$ cat src/rtl/an_tile_encoder_n37_pkg.sv
// Shared constants and types for the A=37 AN-code tile encoder and its
// decoder-side reference model.
package an_n37_pkg;

    localparam int A_CONST  = 37;
    localparam int MSG_W    = 13;
    localparam int CW_W     = 18;
    localparam int TILE_DIM = 6;
    localparam int TILE_N   = TILE_DIM * TILE_DIM;

    localparam logic [MSG_W-1:0] MSG_MAX = 13'd7084;

    typedef logic [CW_W-1:0] cw_t;

    typedef enum logic [1:0] {
        EMPTY,
        FILLING,
        FULL
    } bank_state_e;

endpackage

$ cat src/rtl/an_encoder_n37.sv
// Combinational AN encoder: cw = 37*m built from shifts and adds (32+4+1).
// Messages above MSG_MAX produce a zero codeword and raise out_of_range.
module an_encoder_n37
    import an_n37_pkg::*;
(
    input  logic [MSG_W-1:0] msg,
    output cw_t              cw,
    output logic             out_of_range
);

    cw_t msg_ext;
    cw_t cw_raw;

    // Shift-add product; out-of-range inputs are forced to a zero codeword
    always_comb begin
        msg_ext      = CW_W'(msg);
        cw_raw       = (msg_ext << 5) + (msg_ext << 2) + msg_ext;
        out_of_range = (msg > MSG_MAX);
        cw           = out_of_range ? '0 : cw_raw;
    end

endmodule

$ cat src/rtl/an_tile_encoder_n37.sv
// Encodes a message stream into 6x6 tiles of A=37 codewords and presents each
// full tile in parallel, with two ping-pong banks so input can continue while
// a full tile waits downstream.
// Optional build macro AN_TILE_ERR_INJECT_EN adds an output-path error injector.
module an_tile_encoder_n37
    import an_n37_pkg::*;
#(
    parameter int SEQ_W = 8
) (
    input  logic                   clk,
    input  logic                   rst,
    input  logic                   s_valid,
    output logic                   s_ready,
    input  logic [MSG_W-1:0]       s_msg,
    output logic                   tile_valid,
    input  logic                   tile_ready,
    output logic [TILE_N*CW_W-1:0] tile_cw,
    output logic [SEQ_W-1:0]       tile_seq,
    output logic                   tile_ovf
`ifdef AN_TILE_ERR_INJECT_EN
    ,
    input  logic                   inj_en,
    input  logic [5:0]             inj_idx,
    input  logic [CW_W-1:0]        inj_mask
`endif
);

    cw_t         mem_q   [2][TILE_N];
    cw_t         mem_d   [2][TILE_N];
    bank_state_e state_q [2];
    bank_state_e state_d [2];
    logic [1:0]       ovf_q, ovf_d;
    logic             wr_bank_q, wr_bank_d;
    logic             rd_bank_q, rd_bank_d;
    logic [5:0]       fill_idx_q, fill_idx_d;
    logic [SEQ_W-1:0] seq_q, seq_d;
    logic             live_q, live_d;

    cw_t  enc_cw;
    logic enc_oor;
    logic accept;
    logic consume;
    logic rd_full;

    an_encoder_n37 u_enc (
        .msg          (s_msg),
        .cw           (enc_cw),
        .out_of_range (enc_oor)
    );

    // Handshake qualifiers derived purely from registered state
    always_comb begin
        rd_full    = (state_q[rd_bank_q] == FULL);
        s_ready    = live_q && (state_q[wr_bank_q] != FULL);
        tile_valid = rd_full;
        tile_seq   = seq_q;
        tile_ovf   = rd_full && ovf_q[rd_bank_q];
        accept     = s_valid && s_ready;
        consume    = rd_full && tile_ready;
    end

    // Next-state: consume frees the read bank, accept fills the write bank;
    // the two always target different banks so both may act in one cycle
    always_comb begin
        mem_d      = mem_q;
        state_d    = state_q;
        ovf_d      = ovf_q;
        wr_bank_d  = wr_bank_q;
        rd_bank_d  = rd_bank_q;
        fill_idx_d = fill_idx_q;
        seq_d      = seq_q;
        live_d     = 1'b1;
        if (consume) begin
            state_d[rd_bank_q] = EMPTY;
            ovf_d[rd_bank_q]   = 1'b0;
            rd_bank_d          = ~rd_bank_q;
            seq_d              = seq_q + SEQ_W'(1);
        end
        if (accept) begin
            mem_d[wr_bank_q][fill_idx_q] = enc_cw;
            if (enc_oor) begin
                ovf_d[wr_bank_q] = 1'b1;
            end
            if (fill_idx_q == 6'(TILE_N - 1)) begin
                state_d[wr_bank_q] = FULL;
                fill_idx_d         = '0;
                wr_bank_d          = ~wr_bank_q;
            end else begin
                state_d[wr_bank_q] = FILLING;
                fill_idx_d         = fill_idx_q + 6'd1;
            end
        end
    end

    // State registers; reset discards both banks including any held tile
    always_ff @(posedge clk or posedge rst) begin
        if (rst) begin
            for (int b = 0; b < 2; b++) begin
                state_q[b] <= EMPTY;
                for (int k = 0; k < TILE_N; k++) begin
                    mem_q[b][k] <= '0;
                end
            end
            ovf_q      <= '0;
            wr_bank_q  <= 1'b0;
            rd_bank_q  <= 1'b0;
            fill_idx_q <= '0;
            seq_q      <= '0;
            live_q     <= 1'b0;
        end else begin
            mem_q      <= mem_d;
            state_q    <= state_d;
            ovf_q      <= ovf_d;
            wr_bank_q  <= wr_bank_d;
            rd_bank_q  <= rd_bank_d;
            fill_idx_q <= fill_idx_d;
            seq_q      <= seq_d;
            live_q     <= live_d;
        end
    end

    // Present the read bank; the optional injector flips bits on the way out only
    always_comb begin
        tile_cw = '0;
        for (int k = 0; k < TILE_N; k++) begin
`ifdef AN_TILE_ERR_INJECT_EN
            if (inj_en && (inj_idx == 6'(k))) begin
                tile_cw[k*CW_W +: CW_W] = mem_q[rd_bank_q][k] ^ inj_mask;
            end else begin
                tile_cw[k*CW_W +: CW_W] = mem_q[rd_bank_q][k];
            end
`else
            tile_cw[k*CW_W +: CW_W] = mem_q[rd_bank_q][k];
`endif
        end
    end

endmodule

$ cat config.mk
export PLATFORM = sky130hd
export DESIGN_NAME = an_tile_encoder_n37
export DESIGN_NICKNAME = d
export VERILOG_FILES = /design/src/rtl/an_tile_encoder_n37_pkg.sv /design/src/rtl/an_encoder_n37.sv /design/src/rtl/an_tile_encoder_n37.sv
export SDC_FILE = /design/constraint.sdc
export NUM_CORES = 2
export LEC_CHECK = 0
export CORE_UTILIZATION = 43
export CTS_CLUSTER_SIZE = 40
export DETAILED_ROUTE_END_ITERATION = 10
export PLACE_DENSITY = 0.7
export SETUP_SLACK_MARGIN = 0.15
export SLEW_MARGIN = 20
export SYNTH_ARGS = -nofsm -noshare
export SYNTH_HDL_FRONTEND = slang
export SYNTH_SLANG_ARGS = --single-unit
$ cat constraint.sdc
create_clock -name clk -period 45.2 [get_ports clk]
set_clock_uncertainty 0.05 [all_clocks]
set_input_delay 6.78 -clock clk [delete_from_list [all_inputs] [get_ports clk]]
set_output_delay 6.78 -clock clk [all_outputs]
set_load 0.005 [all_outputs]
==> summary.md <==
| Metric | Value |
|---|---|
| Status | `completed` |
| Root Buffer | `clkbuf_16` |
| Post-synth EDFFs | `0` |
| FFs w/ async S/R, synth | `between 90% and 100%` |
| H-Tree Level Count | `4` |
| Vias in the first global route | `40100` |
| Post-route setup TNS | `0 ps` |
| Synthesized netlist cell count | `roughly 5400` |
| Final setup vio count | `0` |
| Vias/cell | `around 5.3` |
| Crit path depth | `5` |
| Vias after detailed routing | `~40000` |
| Clock tree buffer depth | `3` |
| Later-pin clock latency in the skew report | `between 700 and 800 ps` |
| PostCTS Resize Cnt | `0` |
| Startpoint Class | `register` |
| Core area | `128000 um2` |
| R2R cell count | `5` |
| Reg2reg end | `mem_q[399]` |
| Fin. Hold Viols | `0` |
| Fin util | `between 50% and 60%` |
| # nets final | `about 5800` |
| DRT Wirelength | `167000 um` |
| # DRC | `0` |
| YS warnings | `0` |
| Worst r2r src | `fill_idx_q[5]` |
| Die H | `362 um` |
| Worst setup path startpoint | `rd_bank_q` |
| Grt total ovfl | `0` |
| Worst hold margin | `414 ps` |
| IO Count | `just under 700` |
| Port Buffers | `675` |
| Crit share post-route | `around 27%` |
| Place WS | `between 30000 and 40000 ps` |
| Tmin final | `12110 ps` |
| Max-slew violations | `0` |
| Post-Synthesis Mean Instance Area | `about 10 um2` |
| Pwr Density | `between 40 and 50 nW/um2` |
| Syn Std Cell Area | `roughly 56000 um2` |
| Area grow syn2layout | `22.4%` |
| Post-CTS Setup Inserts | `0` |
| Die Span X | `approximately 360 um` |
| Pin count of the biggest net entering global routing | `roughly 190` |
| Crit path max-delay family | `buffers and inverters` |
| Type of the worst setup path | `register to primary output` |
| Setup WS post-layout | `roughly 33000 ps` |
| Syn_nets | `around 5400` |
| CP Buf/Inv Count | `4` |
| Max-cap violations | `0` |
| Hold Path Class | `register to register` |
| Die area | `roughly 130000 um2` |
| CP Max Fanout | `76` |
| Clk sink count | `about 1300` |
| Flops & latches, synth | `roughly 1300` |
| Layout cells sized above 1 | `between 15 and 20%` |
| Distinct cells, synth | `56` |
| Max Freq | `between 0.08 and 0.09 GHz` |
| Final RePlAce weighted congestion | `a little over 0.8` |
| Num CTS Buffers | `around 140` |
| Hold_sp | `tile_seq[7]` |
| Critical path's largest stage delay | `about 890 ps` |
| Sequential fraction of the synthesis area | `59.2%` |
| Slew @ Worst Pin | `approximately 1200 ps` |
| 1st-pass router iterations | `7` |
| CTS tree | `done` |
| RSZ-0062 raised after global routing | `no` |
| Row count | `about 130` |
| Post-DP HPWL | `between 100000 and 150000 um` |
| CP arrival | `~5300 ps` |
| Starting density of the core | `a little over two fifths` |
| Worst vdd ir | `between 0.04 and 0.05 mV` |
| Worst Hold Path Cells | `1` |
| CTS clock-pin slew for the worst setup and hold paths | `about 60 ps` |
| CP Data Required Time | `38370 ps` |
| Crit path top cell by count | `buf_4` |
| P_leak | `roughly 31 nW` |
| Post-synth top flop | `dfrtp_1` |
| Initial antenna violation count | `13` |
| Hold buffer count at CTS | `0` |
| Setup slack, reg-to-reg | `~42000 ps` |
| Slew headroom | `between 15 and 20%` |
| Crit-path cells | `buf_4 > buf_4 > buf_4 > mux2_2 > clkdlybuf4s50_1` |
| Critical Path End Type | `primary output` |
| Worst min-delay path endpoint | `tile_seq[7]` |
| Slowest cell on the critical path | `buf_4` |
| ANT nets after route | `0` |
| First-pass GRT wire length | `between 200000 and 300000 um` |
| All-layer global routing usage | `approximately 25%` |
| DRT iter0 DRCs | `between 3000 and 4000` |
| Drt wl/cell | `21.9 um` |
==> cell usage after synthesis, types with 7 or more instances <==
cell	n	area share, %
o21ai_1	12	0.11
inv_1	10	0.067
nand2_1	1405	9.5
nand3_1	83	0.75
a22o_1	7	0.11
o21ai_2	10	0.16
dfrtp_1	1319	59
buf_1	14	0.094
a21oi_1	12	0.11
clkbuf_1	406	2.7
o21ai_0	1270	11
xor2_1	8	0.13
clkbuf_2	15	0.13
nor2_1	24	0.16
mux2_2	652	13
fa_1	9	0.32
xnor2_1	14	0.22
buf_2	16	0.14
ha_1	20	0.45
==> worst max-delay path by stage <==
stage,to,slack (ps)
2_1_floorplan,fill_idx_q[0],1190
5_1_grt,tile_cw[319],32850
3_5_place_dp,mem_q[321],32810
4_1_cts,tile_cw[301],33070
3_3_place_gp,mem_q[321],32900
6_report,tile_cw[319],33090
==> worst register-to-register path: stages (launching register included) <==
cell and delay, ps:
dfrtp_1 400, and3b_1 270, nand3_1 210, nor2_2 860, nand2_1 910, o21ai_0 510
==> kinds of logic (layout without fill, tap and decap cells) <==
family	count (synthesis)	after routing	synth area share (%)
buf+inv	463	984	3.21
simple gates	1553	1553	10.9
mux	654	654	13.2
flops	1319	1319	59.2
fa+ha+maj	29	29	0.772
xor+xnor	24	24	0.404
other cells	1	7	0.00673
compound gates	1336	1336	12.3
==> metrics by stage <==
stage / total power, mW / cells / cell area [um2]
floorplan: 1.67 / 5379 / 55700
CTS: 3.14 / 7628 / 68100
global route: 3.25 / 7630 / 68200
global placement: 1.98 / 7383 / 63600
detailed placement: 2.00 / 7383 / 63600
finish: 3.11 / 7635 / 68200
==> final cells by class <==
cell class                      count  area, um2
Timing Repair Buffer              729       7250
Clock inverter                     32        492
Antenna cell                        6       15.0
Inverter                           10       45.0
Sequential cell                  1319      33000
Clock buffer                      213       4060
Fill cell                       11100      59800
Multi-Input combinational cell   3597      21200
Tap cell                         1729       2160
==> metal layers <==
layer	track usage (%)	up-vias	part of all wire (%)
met2	39.8	1139	46
met4	8.49	10	3.0
met3	7.43	260	8.0
met1	33.9	20100	43
met5	0	-	0.042
li1	-	19000	-
==> where the power goes <==
part / switching, mW / internal [mW]
registers: 0.0660 / 1.30
logic: 0.379 / 0.227
clock network: 0.488 / 0.649
==> cells in the final DEF (no fill, tap or decap), types with 5 or more instances in the layout <==
cell / netlist / final
nand2_1: 1405 / 1377
dfrtp_1: 1319 / 1318
o21ai_0: 1270 / 1270
clkdlybuf4s50_1: 0 / 675
mux2_2: 652 / 652
clkbuf_16: 0 / 139
nand3_1: 83 / 83
buf_4: 0 / 45
clkbuf_1: 406 / 44
clkbuf_8: 0 / 30
nor2_1: 24 / 21
ha_1: 20 / 20
nand2_2: 0 / 15
a21oi_1: 12 / 12
xnor2_1: 14 / 12
o21ai_1: 12 / 12
nand2_4: 0 / 10
o21ai_2: 10 / 10
inv_1: 10 / 9
fa_1: 9 / 9
xor2_1: 8 / 8
clkinv_2: 0 / 8
a22o_1: 7 / 7
diode_2: 0 / 6
and3_1: 6 / 6
o31ai_1: 6 / 6
nand2b_1: 5 / 5
nor2b_1: 5 / 5
nand4_1: 5 / 5
==> sequential cells by signal (all words and copies together), names as in the netlist <==
signal,count
tile_seq,8
wr_bank_q,1
rd_bank_q,1
state_q,4
mem_q,1296
fill_idx_q,6
ovf_q,2
live_q,1
Power figures use the tool's default switching activity.
